**src/rtl/buzzer_melody_sequencer.sv**
```systemverilog
// Walks a constant note table and drives the buzzer driver's freq/enable with ms-accurate note and gap lengths.
// Optional MELODY_LOOP_EN adds a loop input that restarts the melody instead of finishing.
module buzzer_melody_sequencer #(
    parameter int unsigned CLK_HZ    = 100_000_000,
    parameter int unsigned NUM_NOTES = 16,
    parameter int unsigned GAP_MS    = 20
) (
    input  logic                         clk,
    input  logic                         rst_n,
    input  logic                         start,
    input  logic                         stop,
`ifdef MELODY_LOOP_EN
    input  logic                         loop,
`endif
    output logic [19:0]                  freq,
    output logic                         enable,
    output logic                         busy,
    output logic                         done,
    output logic [$clog2(NUM_NOTES)-1:0] note_idx
);

    localparam int unsigned TICK     = CLK_HZ / 1000;
    localparam int unsigned PRE_W    = (TICK > 1) ? $clog2(TICK) : 1;
    localparam int unsigned IDX_W    = $clog2(NUM_NOTES);
    localparam int unsigned FREQ_W   = 20;
    localparam int unsigned DUR_W    = 16;
    localparam int unsigned ENTRY_W  = FREQ_W + DUR_W;

    localparam logic [PRE_W-1:0] PRE_LAST = PRE_W'(TICK - 1);
    localparam logic [IDX_W-1:0] IDX_LAST = IDX_W'(NUM_NOTES - 1);
    localparam logic [DUR_W-1:0] GAP_LAST = DUR_W'(GAP_MS - 1);

    typedef enum logic [2:0] {IDLE, LOAD, PLAY, GAP, DONE} state_t;

    // Note table: {freq_hz, dur_ms}; dur_ms == 0 marks the end of the melody.
    function automatic logic [ENTRY_W-1:0] note_rom(input logic [IDX_W-1:0] i);
        logic [ENTRY_W-1:0] e;
        case (i)
            IDX_W'(0): e = {20'd262, 16'd200};
            IDX_W'(1): e = {20'd294, 16'd200};
            IDX_W'(2): e = {20'd330, 16'd200};
            IDX_W'(3): e = {20'd0,   16'd100};
            IDX_W'(4): e = {20'd392, 16'd400};
            default:   e = '0;
        endcase
        return e;
    endfunction

    state_t              state;
    logic [PRE_W-1:0]    pre_cnt;
    logic [DUR_W-1:0]    ms_cnt;
    logic [DUR_W-1:0]    dur_q;

    logic [ENTRY_W-1:0]  rom_c;
    logic [FREQ_W-1:0]   rom_freq_c;
    logic [DUR_W-1:0]    rom_dur_c;
    logic                ms_tick_c;
    logic                ms_last_c;
    logic                loop_c;

    assign rom_c      = note_rom(note_idx);
    assign rom_freq_c = rom_c[ENTRY_W-1:DUR_W];
    assign rom_dur_c  = rom_c[DUR_W-1:0];
    assign ms_tick_c  = (pre_cnt == PRE_LAST);
    assign ms_last_c  = (state == PLAY) ? (ms_cnt == dur_q - DUR_W'(1)) : (ms_cnt == GAP_LAST);

`ifdef MELODY_LOOP_EN
    assign loop_c = loop;
`else
    assign loop_c = 1'b0;
`endif

    // Sequencer state machine; all outputs are registered here.
    always_ff @(posedge clk or negedge rst_n) begin
        if (!rst_n) begin
            state    <= IDLE;
            pre_cnt  <= '0;
            ms_cnt   <= '0;
            dur_q    <= '0;
            freq     <= '0;
            enable   <= 1'b0;
            busy     <= 1'b0;
            done     <= 1'b0;
            note_idx <= '0;
        end else if (stop && (state != IDLE)) begin
            state    <= IDLE;
            pre_cnt  <= '0;
            ms_cnt   <= '0;
            freq     <= '0;
            enable   <= 1'b0;
            busy     <= 1'b0;
            done     <= 1'b0;
            note_idx <= '0;
        end else begin
            case (state)
                IDLE: begin
                    done <= 1'b0;
                    if (start && !stop) begin
                        state    <= LOAD;
                        busy     <= 1'b1;
                        note_idx <= '0;
                    end
                end
                LOAD: begin
                    if (rom_dur_c == '0) begin
                        if (loop_c) begin
                            note_idx <= '0;
                        end else begin
                            state  <= DONE;
                            done   <= 1'b1;
                            enable <= 1'b0;
                            freq   <= '0;
                        end
                    end else begin
                        state   <= PLAY;
                        dur_q   <= rom_dur_c;
                        freq    <= rom_freq_c;
                        enable  <= (rom_freq_c != '0);
                        pre_cnt <= '0;
                        ms_cnt  <= '0;
                    end
                end
                PLAY, GAP: begin
                    if (!ms_tick_c) begin
                        pre_cnt <= pre_cnt + PRE_W'(1);
                    end else begin
                        pre_cnt <= '0;
                        if (!ms_last_c) begin
                            ms_cnt <= ms_cnt + DUR_W'(1);
                        end else if ((state == PLAY) && (GAP_MS > 0)) begin
                            state  <= GAP;
                            enable <= 1'b0;
                            ms_cnt <= '0;
                        end else begin
                            // Advance step: next entry, wrap when looping, or finish.
                            enable <= 1'b0;
                            ms_cnt <= '0;
                            if (note_idx != IDX_LAST) begin
                                note_idx <= note_idx + IDX_W'(1);
                                state    <= LOAD;
                            end else if (loop_c) begin
                                note_idx <= '0;
                                state    <= LOAD;
                            end else begin
                                state <= DONE;
                                done  <= 1'b1;
                                freq  <= '0;
                            end
                        end
                    end
                end
                DONE: begin
                    state <= IDLE;
                    done  <= 1'b0;
                    busy  <= 1'b0;
                end
                default: begin
                    state <= IDLE;
                end
            endcase
        end
    end

endmodule
```
**config.mk**
```make
export PLATFORM = sky130hd
export DESIGN_NAME = buzzer_melody_sequencer
export DESIGN_NICKNAME = d
export VERILOG_FILES = /design/src/rtl/buzzer_melody_sequencer.sv
export SDC_FILE = /design/constraint.sdc
export NUM_CORES = 1
export LEC_CHECK = 0
export ABC_AREA = 1
export CAP_MARGIN = 20
export CELL_PAD_IN_SITES_DETAIL_PLACEMENT = 1
export CELL_PAD_IN_SITES_GLOBAL_PLACEMENT = 1
export CORE_ASPECT_RATIO = 1.25
export CORE_MARGIN = 1
export CORE_UTILIZATION = 30
export CTS_BUF_LIST = sky130_fd_sc_hd__clkbuf_16
export DETAILED_ROUTE_END_ITERATION = 6
export GPL_ROUTABILITY_DRIVEN = 0
export GPL_TIMING_DRIVEN = 0
export HOLD_SLACK_MARGIN = 0.12
export PLACE_DENSITY = 0.71
export SYNTH_ARGS = -nofsm -noshare
export SYNTH_HDL_FRONTEND = slang
export SYNTH_SLANG_ARGS = --single-unit
```
**constraint.sdc**
```tcl
create_clock -name clk -period 2.4 [get_ports clk]
set_clock_uncertainty 0.2 [all_clocks]
set_input_delay 0.36 -clock clk [delete_from_list [all_inputs] [get_ports clk]]
set_output_delay 0.36 -clock clk [all_outputs]
set_load 0.005 [all_outputs]
```
# [Word-level counts from Yosys, hierarchy flattened]
# Index checks and enable logic that the tools add are counted.
[classes] addsub=4 n_eq_ne=20 muxes=48 bitwise_logic=2 reduce_logical=23
[ops] operator="$pmux W25 S5" n=1
[ops] operator="$mux W20" n=5
[ops] operator="$mux W16" n=4
[ops] operator="$mux W17" n=3
[ops] operator="$pmux W20 S2" n=1
[ops] operator="$pmux W17 S2" n=1
[ops] operator="$pmux W16 S2" n=1
[ops] operator="$mux W4" n=6
[ops] operator="$ne A3 B3 Y1 const B" n=8
[ops] operator="$mux W3" n=7
[ops] operator="$reduce_bool A20 Y1" n=1
[ops] operator="$add A17 B1 Y17 const B" n=1
[ops] operator="$eq A17 B17 Y1 const B" n=1
[ops] operator="$add A16 B1 Y16 const B" n=1
[ops] operator="$eq A16 B16 Y1" n=1
[ops] operator="$eq A16 B5 Y1 const B" n=1
[ops] operator="$logic_not A16 Y1" n=1
[ops] operator="$sub A16 B1 Y16 const B" n=1
[ops] operator="$mux W1" n=13
[ops] operator="$reduce_and A3 Y1" n=4
[ops] operator="$reduce_and A6 Y1" n=2
[ops] operator="$reduce_bool A3 Y1" n=4
[ops] operator="$mux W9" n=1
[ops] operator="$pmux W3 S3" n=1
[ops] operator="20 further kinds" n=27
[totals] register_bits=79 output_inout_bits=27

# [Depth between registers and ports, before layout]
[logic_depth] ltp_word=7 mapped_depth=18

# [Worst setup path before layout]
# OpenSTA, ideal clock, no wires.
[synth_timing] kind="register to register" from="reg dur_q[5]" to="reg ms_cnt[12]" setup_ps=112 arrival_ps=1905 t_required_ps=2088 path_slack_ps=183 path_stages_with_launch=18 period_less_slack_ps=2217 path_cell_list="dfrtp_1 -> inv_1 -> ha_1 -> buf_2 -> inv_1 -> nand2_1 -> nand2_1 -> o21ai_1 -> nand3_1 -> nor2_1 -> nand2_1 -> nor2_1 -> nand2_1 -> o21bai_4 -> nand2_2 -> buf_6 -> nand2_1 -> inv_2"
[synth_between] elab_chain_len=7
[synth_lines] element="start, declared" line="52" text="logic [DUR_W-1:0] dur_q;"
[synth_lines] element="start signal, assigned" line="116" text="dur_q <= rom_dur_c;"
[synth_lines] element="$sub A16 B1 Y16" line="65" text="assign ms_last_c = (state == PLAY) ? (ms_cnt == dur_q - DUR_W'(1)) : (ms_cnt == GAP_LAST);"
[synth_lines] element="$eq A16 B16 Y1" line="65"
[synth_lines] element="$mux W1" line="65"
[synth_lines] element="$mux W16" line="128" text="if (!ms_last_c) begin"
[synth_lines] element="$mux W16" line="124" text="if (!ms_tick_c) begin"
[synth_lines] element="$pmux W16 S2" line="95" text="case (state)"
[synth_lines] element="$mux W16" line="85" text="end else if (stop && (state != IDLE)) begin"
[synth_lines] element="end signal, assigned" line="129" text="ms_cnt <= ms_cnt + DUR_W'(1);"
[synth_lines] element="end, declared" line="51" text="logic [DUR_W-1:0] ms_cnt;"
# Every way passes these cells. The select of a mux whose other input is x is not followed.
# A chain may end at the register's enable or synchronous reset.

# [Worst setup path in the final report]
[layout_timing] from="reg dur_q[5]" to="reg freq[2]"
[layout_between] elab_chain_len=5
[layout_lines] element="$sub A16 B1 Y16" line="65"
[layout_lines] element="$eq A16 B16 Y1" line="65"
[layout_lines] element="$mux W1" line="65"
[layout_lines] element="$ne A3 B3 Y1 (no source line)"
[layout_lines] element="$reduce_and A5 Y1 (no source line)"
[layout_lines] element="end signal, assigned" line="117" text="freq <= rom_freq_c;"
[layout_lines] element="end, declared" line="15" text="output logic [19:0] freq,"
# Every way passes these cells.

==> metrics.txt <==
outcome=completed; power density over the cells=950 mW/mm²; total gr overflow=0; crit-path max FO=7; Hold Crit Depth=2; ys flop type=dfrtp_1; Gate Count Post-Synth=slightly above 500; CTS Buf Count=5; Synth cell types=35; Placed Area=~0.004 mm²; Setup crit start kind=flop; peak supply drop=0.000484 V; cell taking the most area after synthesis=dfrtp_1; die extent in x=between 90 and 100 µm; core area=approximately 0.012 mm²; First DRT Iteration DRCs=90; RSZ-0062 raised after global routing=yes; Worst Hold End=freq[1]; final setup fails=0; Synth area leaders=dfrtp_1 38%, nand2_1 14%, inv_1 8.5%; Fillers=1468; Worst Hold Launch=freq[1]; Die Height=124 µm; warnings from Yosys=0; CP max stage delay=about 0.43 ns; Worst Slack Setup Final=about 0.043 ns; layout cell share with drive strength beyond 1=approximately a quarter; final instance area=roughly 0.0047 mm²; Ports=31; Setup CP Type=flop to flop; DRC errors left=0; CTS max path bufs=2; post-route antenna net violation count=0; worst reg2reg path depth=15; Hold WC Path Type=flop to flop; Reg-to-Reg Start=dur_q[5]; sequential area share after synthesis=between 30% and 40%; Rows=44; Max Freq=424 MHz; Initial Util=a little under a third; reg2reg setup slack=0.04 ns; crit share post-route=98.2%; Mean Syn Cell Area=roughly 7 µm²; Mapped Area=0.00358 mm²; vias after detailed routing=~3600; vias in the first global route=between 3000 and 4000; setup TNS=0 ns; Finished Layout Cells=about 750; die area=0.0124 mm²; Nets=between 500 and 600; Max Cap Viol=0; pre-CTS setup slack=-0.482 ns; synthesized flop and latch total=55; sequence of cells on the critical path=inv_2 > ha_4 > inv_1 > nand3_1 > a21oi_1 > nand2_1 > nor2_1 > nand2_1 > nor2_2 > nand2_4 > nand2_4 > nand4_1 > buf_6 > nand2_1 > nand2_1; async set-reset flop share out of synthesis=between 90% and 100%; Hold Slack=0.288 ns; Reg clk slew, reported paths=approximately 0.070 ns; CP max-delay cell=dfrtp_1; Post-synth EDFFs=0; Root Buffer Master=clkbuf_16; worst-margin pin slew=between 0.5 and 0.6 ns; DP Wirelength=just under 8000 µm; Leak=~2.2 nW; Tot GR Track Use=18.4%; first-pass GRT wire length=between 15000 and 20000 µm; FF-to-FF End=freq[2]; largest net degree at the start of global routing=36; Worst EP required=2.38 ns; most frequent CP cell=nand2_1; Final Max Slew Viols=0; endpoints failing hold=0; port bufs=17; Routed WL=roughly 11000 µm; critical path data arrival time=roughly 2.3 ns; placed cell count=710; DRT Pass-1 Iters=4; CTS tree=done; H-tree levels=2; Yosys top cell area share=between 30% and 40%; clock sink total=between 50 and 60; Worst slew margin=a little over three fifths; synthesis-to-layout area growth=31.8%; Setup crit end kind=flop; Ant. Diodes=0; Final Util=roughly 40%; Tmin final=around 2.4 ns; initial antenna violation count=0; DR WL/cell=~15 µm; Worst-Skew Late Latency=around 0.3 ns; Via density=between 4 and 5; Design Power=approximately 4.5 mW
## flip-flops by register name, indices dropped and copies added, names as in the netlist
register  cells
enable        1
state         3
done          1
freq          7
pre_cnt      17
dur_q         5
ms_cnt       16
busy          1
note_idx      4
## kinds of logic (layout without fill, tap and decap cells)
group                    count (synthesis)  in the layout  synth area share [%]
XOR/XNOR                                 5              5                  1.22
AND/OR/NAND/NOR                        287            287                  34.9
other                                    1             13                 0.105
buffers and inverters                  105            161                  13.1
AO/OA/AOI/OAI                           59             59                  9.78
flip-flops                              55             55                  38.4
adder cells (fa/ha/maj)                  7              7                  2.45
## layout make-up
cell class,count,area (µm²),share of cell area [%]
Multi-Input combinational cell,371,2060,43.8
Clock inverter,3,12.5,0.265
Sequential cell,55,1380,29.3
Clock buffer,5,125,2.65
Buffer,20,176,3.74
Timing Repair Buffer,49,439,9.31
Inverter,84,318,6.74
Tap cell,161,201,4.27
## cells in the final DEF (no fill, tap or decap), types with 3 or more instances in the layout
cell type	Yosys	final
nand2_1	129	113
inv_1	81	68
dfrtp_1	55	51
nor2_1	59	46
buf_4	14	40
nand3_1	49	36
o21ai_0	27	22
nand4_1	19	19
inv_2	3	17
clkdlybuf4s50_1	0	16
nand3_2	1	13
conb_1	1	13
nor3_1	14	12
nand2_2	5	12
a21oi_1	13	12
nor2_2	4	11
nand2_4	0	9
buf_6	2	8
nor2_4	0	6
xor2_1	5	5
o21ai_1	2	5
clkbuf_16	0	5
nor4_1	4	4
o211ai_1	4	4
dfrtp_2	0	4
ha_1	7	3
## metal layers
| metal | part of all wire (%) | GRT usage, % |
|---|---|---|
| met1 | 41 | 21.7 |
| met2 | 56 | 34.5 |
| met3 | 1.3 | 2.08 |
| met4 | 1.6 | 5.97 |
| met5 | 0 | 0 |
## synth_stat cells, types with 5 or more instances
master,n
nand4_1,19
o21ai_0,27
buf_4,14
buf_2,5
inv_1,81
nand2_2,5
nor2_1,59
dfrtp_1,55
nor3_1,14
a21oi_1,13
nand2_1,129
nand3_1,49
ha_1,7
xor2_1,5
## report_power, final
group / switching [mW] / internal, mW
logic: 1.50 / 1.06
clock network: 0.340 / 0.379
registers: 0.141 / 1.07
total: 1.98 / 2.50
## critical path: cells and delay by family (launching register included)
family	cells	cell delay (ns)
simple gates	10	0.91
buf+inv	3	0.32
compound gates	1	0.14
flops	1	0.43
fa+ha+maj	1	0.23
## worst max-delay path by stage
stage | to | startpoint | slack, ns | depth (start not counted)
final | freq[2] | dur_q[5] | 0.04 | 15
after global routing | freq[2] | dur_q[5] | -0.10 | 15
after CTS | ms_cnt[5] | dur_q[5] | -0.005 | 17
after detailed placement | ms_cnt[8] | stop | -0.48 | 10
after global placement | pre_cnt[9] | rst_n | -1.23 | 1
after floorplan | ms_cnt[12] | dur_q[5] | 0.18 | 17
## timing repair
item / CTS / global route
pin swaps: 12 / 22
hold buffers: 1 / 0
setup endpoints to repair: 46 / 46
resized for setup: 42 / 71
endpoints found under the hold margin: 20 / 0
cloned: 1 / 0
setup buffers: 18 / 11
(Power assumes the default switching activity.)
